--- src/rtl/mac_const.vh ---
// Shared MAC constants: minimum lane width, cfg encodings and pass count.
// Included by the splitter package and by the combiner.
`ifndef MAC_CONST_VH
`define MAC_CONST_VH
`define MAC_MIN_WIDTH 8
`define MAC_SINGLE 2'b00
`define MAC_DUAL   2'b01
`define MAC_QUAD   2'b10
`endif

// Number of narrow-multiplier passes per operation; unknown cfg runs as single.
function automatic logic [2:0] mac_pass_count(input logic [1:0] cfg);
  case (cfg)
    `MAC_DUAL: return 3'd2;
    `MAC_QUAD: return 3'd4;
    default:   return 3'd1;
  endcase
endfunction

--- src/rtl/mac_operand_splitter_pkg.sv ---
// Widths, cfg constants and lane payload type for the MAC operand splitter.
package mac_operand_splitter_pkg;
  `include "mac_const.vh"

  localparam int unsigned N = `MAC_MIN_WIDTH;
  localparam int unsigned W = 4 * N;
  localparam int unsigned LW = 8 * N;

  localparam logic [1:0] CFG_DUAL = `MAC_DUAL;
  localparam logic [1:0] CFG_QUAD = `MAC_QUAD;

  typedef struct packed {
    logic [N-1:0] a3;
    logic [N-1:0] a2;
    logic [N-1:0] a1;
    logic [N-1:0] a0;
    logic [N-1:0] b3;
    logic [N-1:0] b2;
    logic [N-1:0] b1;
    logic [N-1:0] b0;
  } lane_ops_t;

  function automatic logic [1:0] last_pass_idx(input logic [1:0] cfg);
    return 2'(mac_pass_count(cfg) - 3'd1);
  endfunction
endpackage

--- src/rtl/mac_operand_splitter_lane_mux.sv ---
// Combinational map of (cfg, pass, A, B) onto the four narrow multiplier lanes.
module mac_lane_mux
  import mac_operand_splitter_pkg::*;
(
  input  logic [1:0]    cfg,
  input  logic [1:0]    pass_idx,
  input  logic [W-1:0]  a,
  input  logic [W-1:0]  b,
  output logic [LW-1:0] lanes_c
);

  logic [1:0] bsel [4];
  lane_ops_t  ops;

  // Lane k always multiplies A_k; only the B slice choice depends on mode.
  always_comb begin
    for (int k = 0; k < 4; k++) bsel[k] = 2'(k);
    case (cfg)
      CFG_DUAL: begin
        bsel[0] = {1'b0, pass_idx[0]};
        bsel[1] = {1'b0, pass_idx[0]};
        bsel[2] = {1'b1, pass_idx[0]};
        bsel[3] = {1'b1, pass_idx[0]};
      end
      CFG_QUAD: begin
        for (int k = 0; k < 4; k++) bsel[k] = pass_idx;
      end
      default: ;
    endcase
  end

  always_comb begin
    ops    = '0;
    ops.a0 = a[0*N +: N];
    ops.a1 = a[1*N +: N];
    ops.a2 = a[2*N +: N];
    ops.a3 = a[3*N +: N];
    ops.b0 = b[N*int'(bsel[0]) +: N];
    ops.b1 = b[N*int'(bsel[1]) +: N];
    ops.b2 = b[N*int'(bsel[2]) +: N];
    ops.b3 = b[N*int'(bsel[3]) +: N];
    lanes_c = ops;
  end

endmodule

--- src/rtl/mac_operand_splitter.sv ---
// Splits a wide operand pair into 1/2/4 passes of narrow lane operands.
// Lanes are computed from next-state values so every output comes from a flop.
module mac_operand_splitter
  import mac_operand_splitter_pkg::*;
(
  input  logic           clk,
  input  logic           rst,
  input  logic           en,
  input  logic           in_valid,
  output logic           in_ready,
  input  logic [1:0]     in_cfg,
  input  logic [W-1:0]   in_a,
  input  logic [W-1:0]   in_b,
  output logic           out_valid,
  input  logic           out_ready,
  output logic [N-1:0]   lane_a0,
  output logic [N-1:0]   lane_a1,
  output logic [N-1:0]   lane_a2,
  output logic [N-1:0]   lane_a3,
  output logic [N-1:0]   lane_b0,
  output logic [N-1:0]   lane_b1,
  output logic [N-1:0]   lane_b2,
  output logic [N-1:0]   lane_b3,
  output logic [1:0]     pass_idx,
  output logic           pass_last,
  output logic [1:0]     pass_cfg
);

  localparam logic [0:0] IDLE  = 1'b0;
  localparam logic [0:0] ISSUE = 1'b1;

  logic [0:0]    state_q, state_d;
  logic [W-1:0]  a_q, a_d, b_q, b_d;
  logic [1:0]    cfg_q, cfg_d, idx_q, idx_d;
  logic          valid_q, valid_d, last_q, last_d;
  lane_ops_t     lanes_q;
  logic [LW-1:0] lanes_d;
  logic          in_hs, out_hs;

  // Ready again on the final pass so the next operation issues bubble-free.
  always_comb begin
    in_ready = en & ((state_q == IDLE) | (last_q & out_ready));
    in_hs    = in_valid & in_ready;
    out_hs   = valid_q & out_ready & en;
  end

  always_comb begin
    state_d = state_q;
    a_d     = a_q;
    b_d     = b_q;
    cfg_d   = cfg_q;
    idx_d   = idx_q;
    valid_d = valid_q;
    if (in_hs) begin
      state_d = ISSUE;
      a_d     = in_a;
      b_d     = in_b;
      cfg_d   = in_cfg;
      idx_d   = 2'd0;
      valid_d = 1'b1;
    end else if (out_hs) begin
      if (last_q) begin
        state_d = IDLE;
        valid_d = 1'b0;
      end else begin
        idx_d = idx_q + 2'd1;
      end
    end
    last_d = valid_d & (idx_d == last_pass_idx(cfg_d));
  end

  mac_lane_mux u_lane_mux (
    .cfg      (cfg_d),
    .pass_idx (idx_d),
    .a        (a_d),
    .b        (b_d),
    .lanes_c  (lanes_d)
  );

  always_ff @(posedge clk or posedge rst) begin
    if (rst) begin
      state_q <= IDLE;
      a_q     <= '0;
      b_q     <= '0;
      cfg_q   <= '0;
      idx_q   <= '0;
      valid_q <= 1'b0;
      last_q  <= 1'b0;
      lanes_q <= '0;
    end else begin
      state_q <= state_d;
      a_q     <= a_d;
      b_q     <= b_d;
      cfg_q   <= cfg_d;
      idx_q   <= idx_d;
      valid_q <= valid_d;
      last_q  <= last_d;
      lanes_q <= lanes_d;
    end
  end

  assign out_valid = valid_q;
  assign pass_idx  = idx_q;
  assign pass_last = last_q;
  assign pass_cfg  = cfg_q;
  assign lane_a0   = lanes_q.a0;
  assign lane_a1   = lanes_q.a1;
  assign lane_a2   = lanes_q.a2;
  assign lane_a3   = lanes_q.a3;
  assign lane_b0   = lanes_q.b0;
  assign lane_b1   = lanes_q.b1;
  assign lane_b2   = lanes_q.b2;
  assign lane_b3   = lanes_q.b3;

endmodule
--- config.mk ---
export PLATFORM = sky130hd
export DESIGN_NAME = mac_operand_splitter
export DESIGN_NICKNAME = d
export VERILOG_FILES = /design/src/rtl/mac_operand_splitter_pkg.sv /design/src/rtl/mac_operand_splitter_lane_mux.sv /design/src/rtl/mac_operand_splitter.sv
export VERILOG_INCLUDE_DIRS = /design/src /design/src/rtl
export SDC_FILE = /design/constraint.sdc
export NUM_CORES = 1
export LEC_CHECK = 0
export ABC_AREA = 1
export CORE_UTILIZATION = 47
export CTS_CLUSTER_DIAMETER = 40
export DETAILED_ROUTE_END_ITERATION = 10
export PLACE_DENSITY = 0.88
export REMOVE_ABC_BUFFERS = 1
export SLEW_MARGIN = 20
export SYNTH_ARGS = -nofsm -noshare
export SYNTH_HDL_FRONTEND = slang
export SYNTH_SLANG_ARGS = --single-unit
export TNS_END_PERCENT = 100
--- constraint.sdc ---
create_clock -name clk -period 5.3 [get_ports clk]
set_clock_uncertainty 0.15 [all_clocks]
set_input_delay 1.325 -clock clk [delete_from_list [all_inputs] [get_ports clk]]
set_output_delay 1.325 -clock clk [all_outputs]
set_load 0.01 [all_outputs]
== After elaboration in Yosys (flattened, before gate mapping) ==
Index checks and enable logic that the tools add are counted.
Word-level totals
  register bits after elaboration: 135
  bits of input ports: 71
  output and inout bits: 71
  logic and storage cells: 49
Cells by class
  add/sub/neg operators: 2
  equality and inequality tests: 3
  shift-type cells: 4
  multiplexer cells: 14
  bitwise gates (word level): 8
  reductions and logical operators: 3
Operators with widths (number)
  indexed part select 32 x 6 -> 8 bit: 4
  two-way mux 32 bit: 2
  one-hot mux 8 bit (2 select lines): 1
  two-way mux 2 bit: 4
  AND 1 bit: 6
  two-way mux 1 bit: 6
  one-hot mux 2 bit (2 select lines): 1
  nonzero test 2 bit: 2
  adder 2 x 1 -> 2 bit, second input constant: 1
  == test 2 x 1 -> 1 bit, second input constant: 1
  == test 2 bit: 1
  == test 2 bit, second input constant: 1
  AND reduction 2 bit: 1
  subtractor 2 x 1 -> 2 bit, second input constant: 1
  inverter 1 bit: 1
  OR 1 bit: 1

== Depth between registers and ports, before layout ==
  depth in word-level cells: 10
  mapped depth: 17
  mapped depth without buffers: 15

== Cells and area by module ==
From an unflattened synthesis, not the netlist that was laid out.
Second synthesis, totals
  cell total of the unflattened synthesis: 628
  area, all modules: 5724.2 um^2
Modules (own cells, without submodules)
  mac_operand_splitter: instances 1, cells each 386, area an instance 4444.3 um^2, sequential area each 3378.2 um^2
  mac_lane_mux: instances 1, cells each 242, area an instance 1280.0 um^2, sequential area each 0.0 um^2

== Worst setup path after synthesis ==
Ideal clock, no wire load.
  path kind: input to register
  from: input in_valid
  to: register lanes_q, in the netlist lane_b3[6]
  arrival time: 3.369 ns
  data required time: 5.031 ns
  slack: 1.662 ns
  cell stages on the path: 12
  buffers on the path: 3
  cell sequence: buf_2 > nand3_4 > buf_6 > inv_2 > or2_2 > o21ai_1 > ha_1 > nor3_2 > inv_1 > clkbuf_1 > nand3_1 > nand2_1
Between the ends
  longest elaborated chain between the ends: 5
RTL lines
  start: declaration: line mac_operand_splitter.sv:9  | input logic in_valid,
  AND 1 bit *: line mac_operand_splitter.sv:43  | in_hs = in_valid & in_ready;
  two-way mux 2 bit: line mac_operand_splitter.sv:54  | if (in_hs) begin
  == test 2 bit or == test 2 x 1 -> 1 bit (tied branches): line mac_operand_splitter_lane_mux.sv:18  | case (cfg)
  one-hot mux 8 bit (2 select lines): line mac_operand_splitter_lane_mux.sv:18
  indexed part select 32 x 6 -> 8 bit *: line mac_operand_splitter_lane_mux.sv:41  | ops.b3 = b[N*int'(bsel[3]) +: N];
  via lanes_d[30]: line mac_operand_splitter.sv:37  | logic [LW-1:0] lanes_d;
  end signal: assignment: line mac_operand_splitter.sv:98  | lanes_q <= lanes_d;
  end: declaration: line mac_operand_splitter.sv:36  | lane_ops_t lanes_q;
Mark *: on every way through the listed nets, which the timed path passes. The rest lies on a longest branch.
A chain may end at the register's enable or synchronous reset.

== Worst setup path in the final report ==
  from: input in_valid
  to: register lanes_q, in the netlist lane_b0[1]
Between the ends
  longest elaborated chain between the ends: 5
RTL lines
  AND 1 bit *: line mac_operand_splitter.sv:43
  two-way mux 2 bit *: line mac_operand_splitter.sv:54
  via cfg_d[0]: line mac_operand_splitter.sv:34  | logic [1:0] cfg_q, cfg_d, idx_q, idx_d;
  == test 2 bit or == test 2 x 1 -> 1 bit (tied branches): line mac_operand_splitter_lane_mux.sv:18
  one-hot mux 8 bit (2 select lines) *: line mac_operand_splitter_lane_mux.sv:18
  indexed part select 32 x 6 -> 8 bit *: line mac_operand_splitter_lane_mux.sv:38  | ops.b0 = b[N*int'(bsel[0]) +: N];
  via lanes_d[1]: line mac_operand_splitter.sv:37
Marks and branches as above.

==> summary by stage <==
Routing
The post-route DRC violation count is 0. After detailed routing, the average wire length per cell comes to 14.07 microns. For this run, the detailed router's first-pass iteration total came to 6. The violation count after the first detailed-routing iteration is 256. Once detail routing completed, the nets flagged for antenna violations numbered 0. After detailed routing, the number of vias per cell comes to 5.085. The detailed router placed 4,358 vias in this run. The routed design has 12,060 microns of wire.

Layout
In the final design database the tool counted 793 nets. The finished layout holds 857 standard cells, fillers aside. Compared with the post-synthesis result, the final layout area differs by 35.22%. 0 antenna diodes ended up in the layout. The layout cell share with drive strength beyond 1 is 5.801%.

Global routing
Global routing consumed, on the met1 layer, 28.42% of the routing resources. The first global-routing pass estimated 19,200 microns of wire. The via count of the first global-routing pass is 4,179. The number of antenna violations at the first check in global routing is 0. Summed over all layers, the global routing overflow is 0. The global routing usage on met2 is 43.03%. The pin count of the biggest net entering global routing is 86. The global routing usage on met3 is 4.241%.

The overall fraction of global-route tracks in use is 24.03%. met2 is the most crowded layer.

Place
Prior to clock tree synthesis, the placed netlist has a worst setup slack of 0.6535 ns. The count of input and output buffers is 141. The number of cells after detailed placement is 841. The HPWL after detailed placement is 8526 microns.

The congestion estimate from routability-driven global placement came to 0.8049.

Worst hold path
The worst hold path belongs to the class flip-flop to flip-flop.

Timing
The final-report max-slew violation count is 0. The worst-case setup margin in the final layout is 0.9117 ns. After layout, the minimum clock period comes to 4.388 ns. The setup-violating endpoint count in the final report is 0. The pin slew with the least headroom to its limit is 0.9224 ns. Headroom to the max-slew limit came out at 38.51%. Setup repair after global routing left no endpoint under its margin. The setup TNS is 0 ns. The fmax is 0.2279 GHz. The worst path uses 82.80% of the clock period. The final hold violation count is 0.

Power
Across the VDD grid, the largest voltage drop is 0.5184 mV. The overall power of the completed layout is 4105 uW. For this design the ratio of total power to cell area is 640.6 nW/um^2. The leakage power figure is 0.003289 uW.

Clock tree
The total number of clock tree sinks is 103. No sink is reached through more buffers than the 2 on the longest clock path. The clock transition at the register clock pins on the worst setup and hold paths after CTS is 0.09 ns.

The clock root buffer master is sky130_fd_sc_hd__clkbuf_8. The clock tree from TritonCTS is built. In this run, CTS created clock tree buffers numbering 9. Post-CTS repair changed the size of 0 cells. In this run the post-CTS setup repair buffer count came out at 0.

The post-cts hold buffer count is 0. The H-tree was split into 3 levels. At the later pin of the worst-skew pair, clock insertion delay measures 0.36 ns.

Die
The standard cell core area is 9774 sq um. The starting density of the core is 48.49%. The die covers 10,490 sq um. The I/O pin total is 142. After floorplanning, the core was divided into 36 placement rows. From left edge to right edge, the die measures 102.4 microns. The y dimension of the die is 102.4 microns.

Yosys
The Yosys step of the flow raised 0 warnings. Synthesis produced 587 cells. In this run, distinct cell masters in the synthesized netlist total 25.

Averaged over all synthesized cells, the footprint is 8.074 sq um. The post-synthesis cell area is 4740 sq um. The synthesized design contains 103 register bits. Of the synthesized area, sequential elements account for 54.38%.

Setup path
Data on the critical path is required at its endpoint by 5.44 ns. The biggest fanout along the worst timing path is 17. The buffer and inverter count on the worst path is 4. STA classifies the critical path startpoint as an input pin.

The critical path goes through clkdlybuf4s50_1 -> nand3_4 -> inv_2 -> or2_2 -> o21ai_1 -> inv_1 -> ha_1 -> nor2_1 -> inv_1 -> nand3_4 -> nand2_2 -> nand2_1 -> nand3_1 -> nand2_1. The critical path is of the input pin to flip-flop type. The slack of the worst reg-to-reg path is 2.14 ns. For this run, the slowest stage of the critical path takes 0.81 ns.

The arrival time of the worst setup path is 4.52 ns. The critical path's slowest cell is sky130_fd_sc_hd__clkdlybuf4s50_1. STA classifies the critical path endpoint as a flip-flop. Broken down by cell family, the worst path's largest delay share belongs to simple AND/OR/NAND/NOR gates.

Flow run
The max-cap check violation count is 0.

Status
The flow ran to the end, and the final reports show no timing, DRC or antenna violations.
## tightest hold or removal path: cells and delay by family, from the launching register on
kind,cells,cell delay (ns)
flops,1,0.35
simple gates,2,0.11
## cell usage after synthesis
cell                       instances  share of area (%)
sky130_fd_sc_hd__ha_1              3               0.79
sky130_fd_sc_hd__nand2_4           1               0.24
sky130_fd_sc_hd__inv_1            95                7.5
sky130_fd_sc_hd__nand2_2           2               0.26
sky130_fd_sc_hd__nand4_1          17                2.2
sky130_fd_sc_hd__nor2_1            5               0.40
sky130_fd_sc_hd__nor3_2            2               0.42
sky130_fd_sc_hd__o21ai_2           8                1.5
sky130_fd_sc_hd__o21ai_0           4               0.42
sky130_fd_sc_hd__nand3_1          81                8.6
sky130_fd_sc_hd__nor2_2            1               0.13
sky130_fd_sc_hd__buf_6             2               0.48
sky130_fd_sc_hd__xor2_1            1               0.18
sky130_fd_sc_hd__nor2_4            1               0.24
sky130_fd_sc_hd__clkbuf_1          7               0.55
sky130_fd_sc_hd__o21ai_1          10                1.1
sky130_fd_sc_hd__or2_2             1               0.13
sky130_fd_sc_hd__dfrtp_1         103                 54
sky130_fd_sc_hd__buf_2            15                1.6
sky130_fd_sc_hd__nand3_2           1               0.21
sky130_fd_sc_hd__buf_4             2               0.32
sky130_fd_sc_hd__clkinv_1          1              0.079
sky130_fd_sc_hd__nand2_1         221                 18
sky130_fd_sc_hd__nand3_4           2               0.74
sky130_fd_sc_hd__inv_2             1              0.079
## path summary, 6_finish.rpt
kind                               to  cells past startpoint       start
max                        lane_b0[1]                     14    in_valid
max in group asynchronous      b_q[6]                      3         rst
min reg2reg                lane_a2[2]                      2  lane_a2[2]
min                        lane_a2[2]                      2  lane_a2[2]
max reg2reg                lane_b0[1]                     15   pass_last
min in group asynchronous  lane_b2[7]                      2         rst
## logic make-up (layout without fill, tap and decap cells)
group / Yosys count / count (layout) / share of synthesized area, %
AND/OR/NAND/NOR: 335 / 335 / 31.07
adder cells (fa/ha/maj): 3 / 3 / 0.7921
XOR/XNOR: 1 / 1 / 0.1848
flip-flops: 103 / 103 / 54.38
buffers and inverters: 123 / 260 / 10.61
AO/OA/AOI/OAI: 22 / 22 / 2.957
## registers in the layout, summed over array words and instances (netlist names), 4 cells and up
signal and count:
a_q 4, b_q 32, lane_a0 7, lane_a1 7, lane_a2 7, lane_a3 7, lane_b0 8, lane_b1 8
lane_b2 8, lane_b3 8
## stage by stage
step	util (%)	hold slack, ns	instance area, sq um
finish	65.57	0.3375	6409
global route	65.57	0.3584	6409
CTS	65.57	0.3392	6409
detailed placement	63.70	0.3149	6226
global placement	63.70	0.3119	6226
floorplan	-	0.3654	4601
## per-layer routing
metal | part of all wire, % | routed length, microns
met4 | 2.0 | 247
met1 | 39 | 4737
met3 | 8.6 | 1032
met2 | 50 | 6045
met5 | 0 | 0
## cell usage in the layout (no fill, tap or decap), drive strengths merged
| cell | synthesis | final |
|---|---|---|
| or2 | 1 | 1 |
| clkinv | 1 | 3 |
| nor2 | 7 | 7 |
| nor3 | 2 | 2 |
| buf | 19 | 6 |
| nand2 | 224 | 224 |
| clkbuf | 7 | 11 |
| nand3 | 84 | 84 |
| nand4 | 17 | 17 |
| ha | 3 | 3 |
| inv | 96 | 97 |
| clkinvlp | 0 | 2 |
| dfrtp | 103 | 103 |
| o21ai | 22 | 22 |
| clkdlybuf4s50 | 0 | 141 |
| xor2 | 1 | 1 |
## where the power goes
| group | internal, uW | total [uW] | switching, uW |
|---|---|---|---|
| Sequential | 1200 | 1350 | 155 |
| Combinational | 966 | 2300 | 1340 |
| Clock | 187 | 451 | 264 |
| Total | 2350 | 4110 | 1760 |
## area by class of cell
| type | count | area (sq um) |
|---|---|---|
| fillers | 790 | 3366 |
| flip-flops and latches | 103 | 2577 |
| multi-input cells | 361 | 1659 |
| repair buffers | 147 | 1456 |
| inverters | 97 | 366.6 |
| well taps | 133 | 166.4 |
| clock buffers | 11 | 141.4 |
| clock inverters | 5 | 41.29 |
(Power assumes the default switching activity.)
